**src/rtl/multi_debounce_pkg.sv**
```systemverilog
// Shared types and default sizing for the multi-channel switch debouncer.
package multi_debounce_pkg;

    typedef enum logic {STABLE = 1'b0, FILTER = 1'b1} db_state_e;

    localparam int DB_CHANNELS_DEF      = 4;
    localparam int DB_STABLE_CYCLES_DEF = 10;

endpackage

```
**src/rtl/debounce_ch.sv**
```systemverilog
// One debounce channel: optional 2-flop synchronizer, STABLE/FILTER FSM, counter,
// registered level and rise/fall pulses. Synchronizer enabled by MULTI_DEBOUNCE_SYNC_EN.
module debounce_ch
    import multi_debounce_pkg::*;
#(
    parameter int   STABLE_CYCLES = DB_STABLE_CYCLES_DEF,
    parameter logic RESET_VAL     = 1'b0,
    parameter int   CNT_W         = $clog2(STABLE_CYCLES + 1)
) (
    input  logic clk,
    input  logic rst,
    input  logic sw,
    output logic db,
    output logic rise,
    output logic fall,
    output logic change_nxt
);

    localparam logic [CNT_W-1:0] CNT_LAST = CNT_W'(STABLE_CYCLES - 1);

    logic s;

`ifdef MULTI_DEBOUNCE_SYNC_EN
    logic [1:0] sync_q;

    always_ff @(posedge clk) begin
        if (rst) sync_q <= {2{RESET_VAL}};
        else     sync_q <= {sync_q[0], sw};
    end

    assign s = sync_q[1];
`else
    assign s = sw;
`endif

    db_state_e        state_q, state_d;
    logic [CNT_W-1:0] cnt_q, cnt_d;
    logic             db_d, rise_d, fall_d;
    logic             done;

    // Accept the new level on the STABLE_CYCLES-th consecutive differing sample.
    assign done       = (state_q == FILTER) && (s != db) && (cnt_q == CNT_LAST);
    assign change_nxt = done;

    always_ff @(posedge clk) begin
        if (rst) begin
            state_q <= STABLE;
            cnt_q   <= '0;
            db      <= RESET_VAL;
            rise    <= 1'b0;
            fall    <= 1'b0;
        end else begin
            state_q <= state_d;
            cnt_q   <= cnt_d;
            db      <= db_d;
            rise    <= rise_d;
            fall    <= fall_d;
        end
    end

    always_comb begin
        state_d = state_q;
        cnt_d   = '0;
        case (state_q)
            STABLE: begin
                if (s != db) begin
                    state_d = FILTER;
                    cnt_d   = CNT_W'(1);
                end
            end
            FILTER: begin
                if (s == db || cnt_q == CNT_LAST) state_d = STABLE;
                else                             cnt_d   = cnt_q + CNT_W'(1);
            end
            default: state_d = STABLE;
        endcase
    end

    always_comb begin
        db_d   = done ? s : db;
        rise_d = done &  s;
        fall_d = done & ~s;
    end

endmodule

```
**src/rtl/multi_debounce.sv**
```systemverilog
// N-channel switch debouncer with per-channel rise/fall pulses and a combined change flag.
// Optional input synchronizers via MULTI_DEBOUNCE_SYNC_EN.
module multi_debounce
    import multi_debounce_pkg::*;
#(
    parameter int   CHANNELS      = DB_CHANNELS_DEF,
    parameter int   STABLE_CYCLES = DB_STABLE_CYCLES_DEF,
    parameter logic RESET_VAL     = 1'b0,
    parameter int   CNT_W         = $clog2(STABLE_CYCLES + 1)
) (
    input  logic                clk,
    input  logic                rst,
    input  logic [CHANNELS-1:0] sw_i,
    output logic [CHANNELS-1:0] db_o,
    output logic [CHANNELS-1:0] rise_o,
    output logic [CHANNELS-1:0] fall_o,
    output logic                any_change_o
);

    logic [CHANNELS-1:0] chg_nxt;

    generate
        for (genvar i = 0; i < CHANNELS; i++) begin : g_ch
            debounce_ch #(
                .STABLE_CYCLES (STABLE_CYCLES),
                .RESET_VAL     (RESET_VAL),
                .CNT_W         (CNT_W)
            ) u_ch (
                .clk        (clk),
                .rst        (rst),
                .sw         (sw_i[i]),
                .db         (db_o[i]),
                .rise       (rise_o[i]),
                .fall       (fall_o[i]),
                .change_nxt (chg_nxt[i])
            );
        end
    endgenerate

    // Registered from the channels' next-pulse terms so it lines up with rise_o/fall_o.
    always_ff @(posedge clk) begin
        if (rst) any_change_o <= 1'b0;
        else     any_change_o <= |chg_nxt;
    end

endmodule
```
**config.mk**
```make
export PLATFORM = sky130hd
export DESIGN_NAME = multi_debounce
export DESIGN_NICKNAME = d
export VERILOG_FILES = /design/src/rtl/multi_debounce_pkg.sv /design/src/rtl/debounce_ch.sv /design/src/rtl/multi_debounce.sv
export SDC_FILE = /design/constraint.sdc
export NUM_CORES = 1
export LEC_CHECK = 0
export ABC_CLOCK_PERIOD_IN_PS = 3100
export BUFFER_PORTS_ARGS = -buffer_cell sky130_fd_sc_hd__clkbuf_2
export CORE_AREA = 2 2 56 53
export CTS_CLUSTER_SIZE = 14
export DETAILED_ROUTE_END_ITERATION = 8
export DIE_AREA = 0 0 58 55
export GPL_TIMING_DRIVEN = 0
export HOLD_SLACK_MARGIN = 0.06
export PLACE_DENSITY = 0.88
export SLEW_MARGIN = 20
export SYNTH_ARGS = -nofsm -noshare
export SYNTH_HDL_FRONTEND = slang
export SYNTH_SLANG_ARGS = --single-unit
```
**constraint.sdc**
```tcl
create_clock -name clk -period 3.1 [get_ports clk]
set_clock_uncertainty 0.1 [all_clocks]
set_input_delay 0.31 -clock clk [delete_from_list [all_inputs] [get_ports clk]]
set_output_delay 0.31 -clock clk [all_outputs]
set_load 0.01 [all_outputs]
```
# --- Word-level counts from Yosys, hierarchy flattened ---
# Cells that the tools add are included.
totals:
  in_bits: 6
  ff_bits: 33
op_classes:
  n_reduce_logical: 13
  addsub: 4
  bitwise_logic: 16
  eq_ne: 12
  n_mux: 24
ops:
  columns: ["operator", "n"]
  rows:
  - ["one-hot mux 4 bit (2 select lines)", 4]
  - ["adder 4 x 1 -> 4 bit (second input constant)", 4]
  - ["== test 4 bit (second input constant)", 4]
  - ["2-to-1 mux 4 bit", 4]
  - ["2-to-1 mux 1 bit", 12]
  - ["bitwise AND 1 bit", 8]
  - ["logical AND 1 bit", 8]
  - ["NOT 1 bit", 8]
  - ["one-hot mux 1 bit (2 select lines)", 4]
  - ["== test 1 bit", 4]
  - ["logical OR 1 bit", 4]
  - ["inequality test 1 bit", 4]
  - ["OR reduction 4 bit", 1]

# --- Logic depth before layout (Yosys ltp) ---
depth:
  depth_word: 4
  ltp_mapped: 5
  depth_no_buf: 5

# --- Modules after synthesis ---
# Synthesis repeated with hierarchy kept, for this count alone.
unflattened:
  cells_unflattened: 139
  hier_area_um2: 1386.3
modules_own_cells:
  columns: ["module", "instances", "cells_per_inst", "area_each_um2"]
  rows:
  - ["debounce_ch", 4, 34, 339.1]
  - ["multi_debounce", 1, 3, 30.0]

# --- Worst setup path after synthesis ---
# OpenSTA, ideal clock, no wires.
synth_path:
  kind: "reg2reg"
  start: "reg g_ch[0].u_ch.cnt_q[0]"
  end: "reg g_ch[0].u_ch.cnt_q[0]"
  setup_ps: 122
  t_arrival_ps: 1119
  stages_incl_launch_ff: 5
  synth_period_minus_slack_ps: 1341
  n_path_buf: 0
  slack_ps: 1759
  t_required_ps: 2878
  path_cell_list: "dfxtp_1 -> ha_1 -> nand4b_4 -> and3b_2 -> a21boi_4"
synth_between:
  elab_chain_len: 4
  word_cells_on_any_way: 5
  cone_classes: "1 x add/sub; 1 x eq/ne; 2 x mux; 1 x reduce/logical"
synth_lines:
  columns: ["item", "line_no", "text"]
  rows:
  - ["start, declared", "debounce_ch.sv:37", "logic [CNT_W-1:0] cnt_q, cnt_d;"]
  - ["start signal, assigned", "debounce_ch.sv:54", "cnt_q <= cnt_d;"]
  - ["parallel branches: the longest is 2 deep, another holds adder 4 x 1 -> 4 bit", null, null]
  - ["2-to-1 mux 4 bit *", "debounce_ch.sv:72", "if (s == db || cnt_q == CNT_LAST) state_d = STABLE;"]
  - ["one-hot mux 4 bit (2 select lines) *", "debounce_ch.sv:64", "case (state_q)"]
# Every way passes the cells marked *.
# A chain may end at the register's enable or synchronous reset.

# --- Worst setup path in the final report ---
# Ends and elaborated chain as after synthesis.

==> impl_metrics.prom <==
# TYPE chip_impl_metric gauge
chip_impl_info{name="outcome",value="finished, final reports clean"} 1
chip_impl_metric{name="cts_made_buffers",unit=""} 5
chip_impl_info{name="cp-endpoint",value="g_ch[0].u_ch.cnt_q[0]"} 1
chip_impl_metric{name="layout.nets",unit=""} 188
chip_impl_metric{name="grt_overflow_total",unit=""} 0
chip_impl_metric{name="synth_seq_cells",unit=""} 33
chip_impl_metric{name="path_clk_slew",unit="ns"} 0.10
chip_impl_info{name="path_cells",value="ha_1 -> nand4b_4 -> and3b_2 -> a21boi_4"} 1
chip_impl_metric{name="post_route_cells_drive_above_1_share",unit="%"} 24.71
chip_impl_metric{name="crit_path_max_incr_delay",unit="ns"} 0.47
chip_impl_info{name="timing.setup.critical_path_class",value="register to register"} 1
chip_impl_metric{name="final-hold-violation-count",unit=""} 0
chip_impl_info{name="tritoncts",value="built"} 1
chip_impl_info{name="cp-startpoint",value="g_ch[0].u_ch.cnt_q[0]"} 1
chip_impl_metric{name="pin_count_of_the_biggest_net_entering_global_routing",unit=""} 11
chip_impl_metric{name="synth_top_area_share",unit="%"} 43.85
chip_impl_metric{name="syn2layout_area_growth",unit="%"} 12.13
chip_impl_metric{name="critical_path_peak_fanout",unit=""} 5
chip_impl_metric{name="distinct_cells_synth",unit=""} 29
chip_impl_metric{name="timing.critical_path.required",unit="ns"} 3.21
chip_impl_metric{name="diodes",unit=""} 0
chip_impl_info{name="synth_top_area_cell",value="sky130_fd_sc_hd__dfxtp_1"} 1
chip_impl_metric{name="dieWidth",unit="µm"} 58
chip_impl_metric{name="maxSlewHeadroom",unit="%"} 75.61
chip_impl_metric{name="cts.sinks",unit=""} 33
chip_impl_metric{name="die_area",unit="mm²"} 0.003190
chip_impl_info{name="critical_path.startpoint_type",value="register"} 1
chip_impl_metric{name="post_cts_resized",unit=""} 0
chip_impl_info{name="clock_tree.root_cell",value="sky130_fd_sc_hd__clkbuf_4"} 1
chip_impl_metric{name="p_leak",unit="nW"} 0.7563
chip_impl_metric{name="max_cap_violations",unit=""} 0
chip_impl_metric{name="drt-wirelength-per-cell",unit="µm"} 12.92
chip_impl_metric{name="fmax",unit="MHz"} 673.5
chip_impl_metric{name="cts.htree.levels",unit=""} 2
chip_impl_metric{name="final-instance-count-excl-fill",unit=""} 204
chip_impl_info{name="layout_commonest_cell",value="sky130_fd_sc_hd__dfxtp_1"} 1
chip_impl_info{name="critical_path.reg2reg.endpoint",value="g_ch[0].u_ch.cnt_q[0]"} 1
chip_impl_metric{name="pin_count",unit=""} 19
chip_impl_metric{name="finalSetupTns",unit="ns"} 0
chip_impl_info{name="synth_area_leaders",value="sky130_fd_sc_hd__dfxtp_1 (44%), sky130_fd_sc_hd__ha_1 (6.6%), sky130_fd_sc_hd__and3b_1 (6.4%)"} 1
chip_impl_metric{name="initial_utilization",unit="%"} 57.66
chip_impl_metric{name="yosysWarnings",unit=""} 0
chip_impl_info{name="cpMaxStageDelayCell",value="sky130_fd_sc_hd__dfxtp_1"} 1
chip_impl_metric{name="core.rowCount",unit=""} 18
chip_impl_metric{name="grt_first_pass_wirelength",unit="µm"} 4429
chip_impl_metric{name="tightestPinTransition",unit="ns"} 0.3646
chip_impl_metric{name="ir_worst_vdd",unit="V"} 0.0003775
chip_impl_metric{name="postCtsHoldBufs",unit=""} 0
chip_impl_info{name="rr_startpoint",value="g_ch[0].u_ch.cnt_q[0]"} 1
chip_impl_metric{name="synth_nets",unit=""} 163
chip_impl_metric{name="detail_route.vias_per_cell",unit=""} 5.544
chip_impl_metric{name="average_size_of_a_mapped_cell",unit="µm²"} 10.11
chip_impl_metric{name="detail-route-antenna-nets",unit=""} 0
chip_impl_metric{name="timing.final.max_slew_violations",unit=""} 0
chip_impl_metric{name="die_y",unit="µm"} 55
chip_impl_info{name="grt_setup_unrepaired",value="false"} 1
chip_impl_metric{name="drt_first_iter_violations",unit=""} 53
chip_impl_metric{name="num_vias",unit=""} 1131
chip_impl_metric{name="cp_data_arrival_time",unit="ns"} 1.59
chip_impl_metric{name="post-dp-hpwl",unit="µm"} 2039
chip_impl_metric{name="post-cts-setup-buffer-count",unit=""} 0
chip_impl_metric{name="core-area",unit="mm²"} 0.002613
chip_impl_metric{name="timing.reg2reg.worst_path_depth",unit=""} 4
chip_impl_metric{name="dp_cells",unit=""} 197
chip_impl_metric{name="synthesis.instances",unit=""} 149
chip_impl_metric{name="yosysSeqAreaShare",unit="%"} 43.85
chip_impl_info{name="most-common-layout-cells",value="sky130_fd_sc_hd__dfxtp_1 (33), sky130_fd_sc_hd__clkbuf_2 (18), sky130_fd_sc_hd__buf_4 (12), sky130_fd_sc_hd__and3b_1 (11)"} 1
chip_impl_metric{name="finalCritPeriodShare",unit="%"} 47.90
chip_impl_metric{name="layout_min_cycle_time",unit="ns"} 1.485
chip_impl_metric{name="powerDensity",unit="mW/mm²"} 417.8
chip_impl_metric{name="globalRouteTotalUtil",unit="%"} 18.63
chip_impl_info{name="min-delay-path-class",value="input pin to register"} 1
chip_impl_metric{name="clk_latency",unit="ns"} 0.31
chip_impl_info{name="timing.critical_path.to_type",value="register"} 1
chip_impl_metric{name="r2r_setup_slack",unit="ns"} 1.62
chip_impl_metric{name="clk_path_buf_depth",unit=""} 2
chip_impl_metric{name="setup_viol",unit=""} 0
chip_impl_metric{name="gp_congestion",unit=""} 0.7476
chip_impl_metric{name="first_global_vias",unit=""} 1043
chip_impl_metric{name="drc_errors",unit=""} 0
chip_impl_metric{name="antenna_found_initial",unit=""} 0
chip_impl_metric{name="syn_area",unit="mm²"} 0.001506
chip_impl_metric{name="firstDrtPassIters",unit=""} 4
chip_impl_metric{name="routed_wirelength",unit="µm"} 2636
chip_impl_metric{name="buffer_ports.inserted",unit=""} 18
==> how the worst min path moves through the flow <==
stage	startpoint	endpoint	slack (ns)	depth (start not counted)
finish	sw_i[0]	g_ch[0].u_ch.fall	0.10	2
floorplan	sw_i[0]	g_ch[0].u_ch.fall	0.29	1
CTS	sw_i[0]	g_ch[0].u_ch.fall	0.1	2
detailed placement	g_ch[2].u_ch.state_q	g_ch[2].u_ch.fall	0.39	2
global placement	g_ch[2].u_ch.state_q	g_ch[2].u_ch.fall	0.39	2
global route	sw_i[0]	g_ch[0].u_ch.fall	0.1	2
==> logic make-up (layout without fill, tap and decap cells) <==
logic type,Yosys count,count (layout),share of synthesized area [%]
fa+ha+maj,8,8,6.645
flops,33,33,43.85
xor+xnor,4,4,2.325
compound gates,21,21,8.971
buf+inv,19,44,7.807
mux,5,5,3.322
simple gates,59,59,27.08
==> final cells by class <==
type / count / area, µm²
Clock buffer: 7 / 55.05
Tap cell: 30 / 37.54
Inverter: 5 / 18.77
Fill cell: 212 / 923.4
Timing Repair Buffer: 18 / 90.09
Multi-Input combinational cell: 97 / 728.2
Buffer: 14 / 98.84
Sequential cell: 33 / 660.6
==> metal layers <==
metal  wire [µm]  GRT usage, %  vias up  part of all wire (%)
met5           0             0        -                     0
met4          29         6.977        0                   1.1
met3         121         5.349        4                   4.6
met2        1394         35.61       23                    53
met1        1090         19.77      543                    41
li1            -             -      561                     -
==> worst max-delay path: cells and delay by family, from the launching register on <==
family,cells,cell delay [ns]
AOI/OAI and AO/OA,1,0.13
and+or+nand+nor,2,0.40
adders and majority gates,1,0.28
DFF,1,0.47
==> power by group <==
| part | switching, mW | internal (mW) |
|---|---|---|
| Combinational | 0.0172 | 0.0140 |
| Sequential | 0.00828 | 0.430 |
| Clock | 0.129 | 0.107 |
| Total | 0.155 | 0.551 |
==> registers in the layout, indices dropped and copies added, names as in the netlist <==
register / count
g_ch.u_ch.state_q: 4
g_ch.u_ch.db: 4
g_ch.u_ch.fall: 4
any_change_o: 1
g_ch.u_ch.cnt_q: 16
g_ch.u_ch.rise: 4
==> through the flow <==
stage | power (mW) | util [%] | instance area [µm²] | hold WS (ns) | worst slack, ns
final | 0.7056 | 64.66 | 1689 | 0.1039 | 1.615
after global placement | 0.4764 | 62.55 | 1634 | 0.3851 | 1.692
after CTS | 0.7122 | 64.66 | 1689 | 0.09938 | 1.626
after floorplan | 0.4668 | - | 1506 | 0.2867 | 1.759
after detailed placement | 0.4792 | 62.55 | 1634 | 0.3897 | 1.643
after global routing | 0.7347 | 64.66 | 1689 | 0.09686 | 1.549
==> synth_stat cells <==
cell and number:
sky130_fd_sc_hd__and3b_1 11, sky130_fd_sc_hd__mux2i_1 5, sky130_fd_sc_hd__and4b_1 1, sky130_fd_sc_hd__a21oi_1 8, sky130_fd_sc_hd__a41oi_1 1, sky130_fd_sc_hd__clkbuf_1 1
sky130_fd_sc_hd__dfxtp_1 33, sky130_fd_sc_hd__nor2_1 8, sky130_fd_sc_hd__nor4b_1 2, sky130_fd_sc_hd__or3b_2 3, sky130_fd_sc_hd__a21boi_0 4, sky130_fd_sc_hd__nand2b_1 5
sky130_fd_sc_hd__nand3b_1 7, sky130_fd_sc_hd__nor3b_1 2, sky130_fd_sc_hd__nand4b_1 2, sky130_fd_sc_hd__and3b_2 1, sky130_fd_sc_hd__buf_2 1, sky130_fd_sc_hd__nand4b_4 1
sky130_fd_sc_hd__xor2_1 4, sky130_fd_sc_hd__nand2_1 5, sky130_fd_sc_hd__or3b_1 1, sky130_fd_sc_hd__o21a_1 1, sky130_fd_sc_hd__nand3_1 2, sky130_fd_sc_hd__ha_1 8
sky130_fd_sc_hd__inv_1 5, sky130_fd_sc_hd__a21boi_4 1, sky130_fd_sc_hd__buf_4 12, sky130_fd_sc_hd__nor3_1 8, sky130_fd_sc_hd__o21ai_0 6
No activity file was read; power rests on OpenSTA's default activity.
